### config.mk
export PLATFORM = sky130hd
export DESIGN_NAME = ram_fifo_ctrl
export DESIGN_NICKNAME = d
export VERILOG_FILES = /design/src/rtl/ram_fifo_ctrl_pkg.sv /design/src/rtl/fifo_ptr.sv /design/src/rtl/ram_fifo_ctrl.sv
export SDC_FILE = /design/constraint.sdc
export NUM_CORES = 1
export LEC_CHECK = 0
export BUFFER_PORTS_ARGS = -buffer_cell sky130_fd_sc_hd__clkbuf_2
export CORE_MARGIN = 3
export CORE_UTILIZATION = 49
export CTS_BUF_LIST = sky130_fd_sc_hd__clkbuf_8
export CTS_CLUSTER_SIZE = 14
export DETAILED_ROUTE_END_ITERATION = 8
export PLACE_DENSITY_LB_ADDON = 0.25
export SYNTH_ARGS = -nofsm -noshare
export SYNTH_HDL_FRONTEND = slang
export SYNTH_SLANG_ARGS = --single-unit
### constraint.sdc
create_clock -name clk -period 6.1 [get_ports clk]
set_input_delay 1.22 -clock clk [delete_from_list [all_inputs] [get_ports clk]]
set_output_delay 1.22 -clock clk [all_outputs]
set_load 0.05 [all_outputs]
### src/rtl/ram_fifo_ctrl_pkg.sv
// Shared defaults for the RAM-backed FIFO controller and its pointer sub-module.
package ram_fifo_ctrl_pkg;

    localparam int DEF_DATA_W = 8;
    localparam int DEF_ADDR_W = 4;
    localparam int DEF_DEPTH  = 1 << DEF_ADDR_W;

endpackage

### src/rtl/fifo_ptr.sv
// Wrap-bit FIFO pointer: ADDR_W address bits plus one MSB that toggles on each lap.
module fifo_ptr
    import ram_fifo_ctrl_pkg::*;
#(
    parameter int W = DEF_ADDR_W + 1
) (
    input  logic         clk,
    input  logic         rst,
    input  logic         inc_i,
    output logic [W-1:0] ptr_o,
    output logic [W-1:0] ptr_nxt_o
);

    logic [W-1:0] ptr_q;
    logic [W-1:0] ptr_d;

    // Modulo-2**W wrap falls out of the fixed-width add.
    assign ptr_d     = ptr_q + {{(W-1){1'b0}}, inc_i};
    assign ptr_o     = ptr_q;
    assign ptr_nxt_o = ptr_d;

    // NOTE: sequential state uses non-blocking assignments so every flop samples pre-edge values.
    always_ff @(posedge clk or negedge rst) begin
        if (!rst) begin
            ptr_q <= '0;
        end else begin
            ptr_q <= ptr_d;
        end
    end

endmodule

### src/rtl/ram_fifo_ctrl.sv
// FIFO controller for a dual-port synchronous RAM: pointers, flags, fill level and
// sticky error flags; data lives in the RAM and is passed through on the read side.
module ram_fifo_ctrl
    import ram_fifo_ctrl_pkg::*;
#(
    parameter int DATA_W = DEF_DATA_W,
    parameter int ADDR_W = DEF_ADDR_W
) (
    input  logic              clk,
    input  logic              rst,
    input  logic              push,
    input  logic [DATA_W-1:0] push_data,
    output logic              full,
    input  logic              pop,
    output logic [DATA_W-1:0] pop_data,
    output logic              pop_valid,
    output logic              empty,
    output logic [ADDR_W:0]   count,
    output logic              overflow,
    output logic              underflow,
    output logic              ram_wr_en,
    output logic [ADDR_W-1:0] ram_wr_addr,
    output logic [DATA_W-1:0] ram_wr_data,
    output logic              ram_rd_en,
    output logic [ADDR_W-1:0] ram_rd_addr,
    input  logic [DATA_W-1:0] ram_rd_data
);

    logic [ADDR_W:0] wr_ptr;
    logic [ADDR_W:0] wr_ptr_nxt;
    logic [ADDR_W:0] rd_ptr;
    logic [ADDR_W:0] rd_ptr_nxt;
    logic            push_acc;
    logic            pop_acc;

    logic            full_q,  full_d;
    logic            empty_q, empty_d;
    logic [ADDR_W:0] count_q, count_d;
    logic            pop_valid_q;
    logic            overflow_q;
    logic            underflow_q;

    // Acceptance uses flags registered at the start of the cycle, so a push into an
    // empty FIFO cannot be popped in the same cycle.
    assign push_acc = push & ~full_q;
    assign pop_acc  = pop & ~empty_q;

    fifo_ptr #(.W(ADDR_W + 1)) u_wr_ptr (
        .clk       (clk),
        .rst       (rst),
        .inc_i     (push_acc),
        .ptr_o     (wr_ptr),
        .ptr_nxt_o (wr_ptr_nxt)
    );

    fifo_ptr #(.W(ADDR_W + 1)) u_rd_ptr (
        .clk       (clk),
        .rst       (rst),
        .inc_i     (pop_acc),
        .ptr_o     (rd_ptr),
        .ptr_nxt_o (rd_ptr_nxt)
    );

    // Flags are derived from next-state pointers so they land in flops with the pointers.
    assign empty_d = (wr_ptr_nxt == rd_ptr_nxt);
    assign full_d  = (wr_ptr_nxt[ADDR_W-1:0] == rd_ptr_nxt[ADDR_W-1:0]) &&
                     (wr_ptr_nxt[ADDR_W] != rd_ptr_nxt[ADDR_W]);
    assign count_d = wr_ptr_nxt - rd_ptr_nxt;

    always_ff @(posedge clk or negedge rst) begin
        if (!rst) begin
            full_q      <= 1'b0;
            empty_q     <= 1'b1;
            count_q     <= '0;
            pop_valid_q <= 1'b0;
            overflow_q  <= 1'b0;
            underflow_q <= 1'b0;
        end else begin
            full_q      <= full_d;
            empty_q     <= empty_d;
            count_q     <= count_d;
            pop_valid_q <= pop_acc;
            overflow_q  <= overflow_q | (push & full_q);
            underflow_q <= underflow_q | (pop & empty_q);
        end
    end

    assign ram_wr_en   = push_acc;
    assign ram_wr_addr = wr_ptr[ADDR_W-1:0];
    assign ram_wr_data = push_data;
    assign ram_rd_en   = pop_acc;
    assign ram_rd_addr = rd_ptr[ADDR_W-1:0];

    assign full      = full_q;
    assign empty     = empty_q;
    assign count     = count_q;
    assign pop_valid = pop_valid_q;
    assign pop_data  = ram_rd_data;
    assign overflow  = overflow_q;
    assign underflow = underflow_q;

endmodule

======== Word level (Yosys, flattened, before mapping) ========
Cells that the tools add are included.
operators by class
  add/sub/neg operators ................... 3
  multiply operators ...................... 0
  div/mod/pow operators ................... 0
  order comparisons ....................... 0
  equal/unequal tests ..................... 3
  shift operators ......................... 0
  muxes and demuxes ....................... 0
  bitwise operators ....................... 8
  reduce and logical (&&, ||, !) cells .... 1
operators with widths
  operator              number
  adder 5 x 1 -> 5 bit  2
  == test 5 bit         1
  subtractor 5 bit      1
  bitwise AND 1 bit     4
  == test 4 bit         1
  inverter 1 bit        2
  bitwise OR 1 bit      2
  logical AND 1 bit     1
  != test 1 bit         1
storage, ports and cells
  bits in registers ....................... 20
  bits in latches ......................... 0
  memory bits (writable) .................. 0
  bits in read-only memories .............. 0
  bits of input ports ..................... 20
  logic and storage cells ................. 23
  memories kept ........................... 0

======== Depth between registers and ports, before layout ========
  word-level depth ........................ 5
  depth in mapped cells ................... 10
  mapped depth without buffers ............ 10

======== By module ========
From an unflattened synthesis, not the netlist that was laid out.
unflattened totals
  cell total of the unflattened synthesis .. 77
  area, all modules ....................... 947.2 um^2
modules (own cells, without submodules)
  module         instances  cells each  area an instance (um^2)
  ram_fifo_ctrl  1          53          574.3
  fifo_ptr       2          12          186.4

======== Least setup slack after synthesis ========
No wires, ideal clock.
  path kind ............................... input -> register
  start ................................... in push
  end ..................................... reg count_q[4] (netlist: count[4])
  library setup time ...................... 80 ps
  arrival ................................. 3,584 ps
  required time ........................... 6,020 ps
  setup slack ............................. 2,436 ps
  stages .................................. 9
  buffers on the path ..................... 0
  cell sequence ........................... nor2b_1 -> ha_1 -> ha_1 -> xnor2_1 -> ha_1 -> a21oi_1 -> maj3_2 -> a21oi_2 -> xnor2_1
between the ends
  cells in the longest elaborated chain, start to end .. 3
RTL lines
  item                       line                 RTL
  from (decl)                ram_fifo_ctrl.sv:11  input logic push,
  bitwise AND 1 bit          ram_fifo_ctrl.sv:45  assign push_acc = push & ~full_q;
  adder 5 x 1 -> 5 bit       fifo_ptr.sv:18       assign ptr_d = ptr_q + {{(W-1){1'b0}}, inc_i};
  via u_wr_ptr.ptr_nxt_o[1]  fifo_ptr.sv:11       output logic [W-1:0] ptr_nxt_o
  subtractor 5 bit           ram_fifo_ctrl.sv:68  assign count_d = wr_ptr_nxt - rd_ptr_nxt;
  via count_d[4]             ram_fifo_ctrl.sv:38  logic [ADDR_W:0] count_q, count_d;
  to (signal assigned)       ram_fifo_ctrl.sv:81  count_q <= count_d;
  to (decl)                  ram_fifo_ctrl.sv:38
The timed path passes the listed nets, and every way through them passes these cells.

======== Worst setup path after layout ========
  start ................................... in pop
  end ..................................... out ram_rd_en
between the ends
  cells in the longest elaborated chain, start to end .. 1
RTL lines
  item               line                 RTL
  from (decl)        ram_fifo_ctrl.sv:14  input logic pop,
  bitwise AND 1 bit  ram_fifo_ctrl.sv:46  assign pop_acc = pop & ~empty_q;
  to (decl)          ram_fifo_ctrl.sv:24  output logic ram_rd_en,
No other way between the ends.

==> impl_table.tex <==
\begin{tabular}{lr}
\hline
Metric & Value \\
\hline
\multicolumn{2}{l}{\textbf{Setup path}} \\
\quad Dominant cell type by count on the critical path & sky130\_fd\_sc\_hd\_\_clkbuf\_2 \\
\quad Arr. time, crit path & 1900 ps \\
\quad Highest fanout seen on the critical path & 4 \\
\quad Count of buffering cells on the critical path with inverters included & 2 \\
\quad Critical path data required time & 4880 ps \\
\quad Crit Path Class & in2out \\
\quad Critical path endpoint category & primary output \\
\quad Largest delay share family, worst path & buffers and inverters \\
\quad Cell-by-cell listing of the critical path & clkbuf\_2, nor2b\_1, clkbuf\_2 \\
\quad Critical path launch point type & input port \\
\quad Maximum cell stage delay along the critical path & 330 ps \\
\quad Setup slack, reg-to-reg & 3790 ps \\
\quad Cell with the biggest individual delay on the critical path & sky130\_fd\_sc\_hd\_\_clkbuf\_2 \\
\multicolumn{2}{l}{\textbf{STA}} \\
\quad TNS Setup & 0 ps \\
\quad Post-route minimum period & around 3100 ps \\
\quad Worst Max-Slew Pin Slew & between 400 and 500 ps \\
\quad Period utilization & between 50\% and 60\% \\
\quad Final Hold Vio Count & 0 \\
\quad Count of endpoints failing setup in the final report & 0 \\
\quad Clock Skews & between 2 and 2.5 ps \\
\quad RSZ-0062 raised after global routing & no \\
\quad FMAX & $\sim$0.32 GHz \\
\quad Max-slew headroom at the worst pin & roughly two thirds \\
\quad Pins Over Slew Limit & 0 \\
\multicolumn{2}{l}{\textbf{Synth}} \\
\quad Yosys Warn Count & 0 \\
\quad Post-synthesis share of cell area spent on xor and xnor gates & 13.0\% \\
\quad Post-synth top area cell & sky130\_fd\_sc\_hd\_\_dfrtp\_1 \\
\quad Cells taking the most area after synthesis & sky130\_fd\_sc\_hd\_\_dfrtp\_1 (45\%), sky130\_fd\_sc\_hd\_\_buf\_4 (17\%), sky130\_fd\_sc\_hd\_\_ha\_1 (8.3\%) \\
\quad Gate Count Post-Synth & 92 \\
\quad Distinct cells, synth & 22 \\
\quad Primary flip-flop cell chosen by synthesis mapping & sky130\_fd\_sc\_hd\_\_dfrtp\_1 \\
\quad Async set-reset flop share out of synthesis & 100\% \\
\quad Mux contribution to synthesized area & 0\% \\
\quad Number of storage elements in the synthesis netlist & 20 \\
\quad Average cell area after synthesis & $\sim$11 µm² \\
\quad Synthesized-area fraction occupied by adder cells & 10.3\% \\
\quad Post-Synth Simple-Gate Area & 5.56\% \\
\quad Seq/Total Area, Yosys & a little under half \\
\quad Share of the synthesized area in compound gates (AO/OA/AOI/OAI) & roughly 3.4\% \\
\quad Share of Yosys cell area claimed by the top area cell type & about 45\% \\
\quad Net count after synthesis & 119 \\
\quad Dominant combinational cell family by area after synthesis & buffers and inverters \\
\quad Number of enable-type register cells in the synthesized netlist & 0 \\
\quad Commonest cells in the netlist & sky130\_fd\_sc\_hd\_\_buf\_4 (24), sky130\_fd\_sc\_hd\_\_dfrtp\_1 (19), sky130\_fd\_sc\_hd\_\_inv\_1 (8), sky130\_fd\_sc\_hd\_\_ha\_1 (7), sky130\_fd\_sc\_hd\_\_xnor2\_1 (7) \\
\quad Most used standard cell by instance count after synthesis & sky130\_fd\_sc\_hd\_\_buf\_4 \\
\quad Synthesized area & roughly 1100 µm² \\
\multicolumn{2}{l}{\textbf{Global routing}} \\
\quad Global-route total usage across every layer & 11.7\% \\
\quad GRT overflow & 0 \\
\quad Via count of the first global-routing pass & approximately 500 \\
\quad Largest net degree at the start of global routing & 21 \\
\quad First-pass GRT wire length & 2.24 mm \\
\quad Antenna violations before repair & 0 \\
\multicolumn{2}{l}{\textbf{Routing}} \\
\quad Vias per inst & around 4.6 \\
\quad First-pass iteration count of the detailed router & 4 \\
\quad Total wire length after detailed routing & approximately 1.5 mm \\
\quad Residual antenna-violating net count after detailed routing & 0 \\
\quad Final routed DRC violation total & 0 \\
\quad Total via count in the routed design & between 500 and 600 \\
\quad Iteration-0 DRC Markers & 3 \\
\quad Post-DR wirelength/cell & roughly 12 µm \\
\multicolumn{2}{l}{\textbf{Placed design}} \\
\quad Global placement routability congestion & a little under 0.8 \\
\quad \# placed instances & between 100 and 150 \\
\quad Buffers on Ports & 23 \\
\quad HPWL Detailed & 1.12 mm \\
\multicolumn{2}{l}{\textbf{Clocking}} \\
\quad Clock Path Buffers & 2 \\
\quad Hold buffer count at cts & 0 \\
\quad \# H-tree levels & 1 \\
\quad Number of buffers created by CTS & 3 \\
\quad Setup fix buffers added after clock tree synthesis & 0 \\
\quad Source-to-sink clock delay at the later pin of the worst-skew pair & 250 ps \\
\quad Buffer cell driving the clock tree root & sky130\_fd\_sc\_hd\_\_clkbuf\_8 \\
\quad TritonCTS clock tree & done \\
\quad Clock sink count & 20 \\
\quad Resized cells post-CTS & 0 \\
\quad Clock transition time at the flip-flop clock pins of the worst setup and hold paths & roughly 70 ps \\
\multicolumn{2}{l}{\textbf{Outcome}} \\
\quad Result of the run & completed \\
\multicolumn{2}{l}{\textbf{Floorplan}} \\
\quad Die Width & between 50 and 60 µm \\
\quad Core region area & $\sim$2000 µm² \\
\quad Die Y & between 50 and 60 µm \\
\quad Top-level port count & between 50 and 60 \\
\quad Number of rows in the core area & 16 \\
\quad Starting utilization of the core area & a little over half \\
\quad Total Die Area & approximately 2800 µm² \\
\multicolumn{2}{l}{\textbf{Cells and area}} \\
\quad Non-filler instance count after layout & $\sim$120 \\
\quad NumNets Final & $\sim$120 \\
\quad Filler Cell Count & $\sim$190 \\
\quad Layout cells sized above 1 & a little over a third \\
\quad \# diodes & 0 \\
\quad Finished Core Util & 53.5\% \\
\quad Synthesis-to-finish area growth & 1.30\% \\
\multicolumn{2}{l}{\textbf{Run}} \\
\quad Number of violations of the max-capacitance limit & 0 \\
\multicolumn{2}{l}{\textbf{Hold path}} \\
\quad Class of the tightest hold or removal check & reg2reg \\
\hline
\end{tabular}
[worst reg2reg max path: stages (launching register included)]
cell	delay, ps
sky130_fd_sc_hd__dfstp_2	540
sky130_fd_sc_hd__nor2b_1	80
sky130_fd_sc_hd__ha_1	210
sky130_fd_sc_hd__ha_1	280
sky130_fd_sc_hd__xnor2_1	280
sky130_fd_sc_hd__ha_1	200
sky130_fd_sc_hd__a21oi_1	60
sky130_fd_sc_hd__maj3_2	330
sky130_fd_sc_hd__a21oi_2	150
sky130_fd_sc_hd__xnor2_1	120
[through the flow]
step / instance area [µm²] / setup slack, ps / hold WS [ps]
after floorplan: 1060 / 2440 / 478
after global placement: 1030 / 2910 / 440
after detailed placement: 1030 / 2860 / 449
after CTS: 1070 / 2970 / 466
after global routing: 1070 / 2920 / 475
final: 1070 / 2980 / 457
[cell type report]
type                       instances  area (µm²)  share of cell area (%)
sequential                        20         502                    46.8
multi-input combinational         39         342                    31.9
tap                               27        33.8                    3.15
inverter                           9        33.8                    3.15
clock inverter                     1        3.75                   0.350
clock buffer                       3        41.3                    3.86
timing repair buffer              23         115                    10.7
[cell usage in the layout (no fill, tap or decap), drive strengths merged, types with 2 or more instances in the layout]
cell    synthesis  routed
clkbuf          0      26
dfrtp          19      19
inv             9      10
xnor2           8       8
ha              7       7
xor2            6       6
nand3           4       4
nor2            3       3
a21o            2       2
nor2b           2       2
maj3            2       2
a21oi           2       2
[state kept, by name, indices dropped and copies added, names as in the netlist]
signal / flops
u_wr_ptr.ptr_o: 5
u_rd_ptr.ptr_o: 5
overflow: 1
pop_valid: 1
underflow: 1
full: 1
count: 5
empty: 1
[final timing paths]
| check | start | to | cells past startpoint |
|---|---|---|---|
| setup / recovery | pop | ram_rd_en | 3 |
| min in group asynchronous | rst | u_wr_ptr.ptr_o[0]$_DFF_PN0_ | 1 |
| hold reg to reg | overflow$_DFF_PN0_ | overflow$_DFF_PN0_ | 1 |
| max in group asynchronous | rst | empty$_DFF_PN1_ | 1 |
| setup reg to reg | empty$_DFF_PN1_ | count[4]$_DFF_PN0_ | 9 |
| hold / removal | overflow$_DFF_PN0_ | overflow$_DFF_PN0_ | 1 |
[cell families (layout without fill, tap and decap cells)]
logic type	after synthesis	in the layout
buf+inv	33	36
flops	20	20
xor+xnor	14	14
simple gates	11	11
fa+ha+maj	9	9
compound gates	5	5
[per-layer routing]
layer	wire (µm)	global-route usage, %
met1	641	14.5
met2	628	16.3
met3	151	2.28
met4	46	11.5
met5	0	0
Power is not shown: default switching activity piles up to over one toggle a cycle in this logic, so the estimate is an artifact.
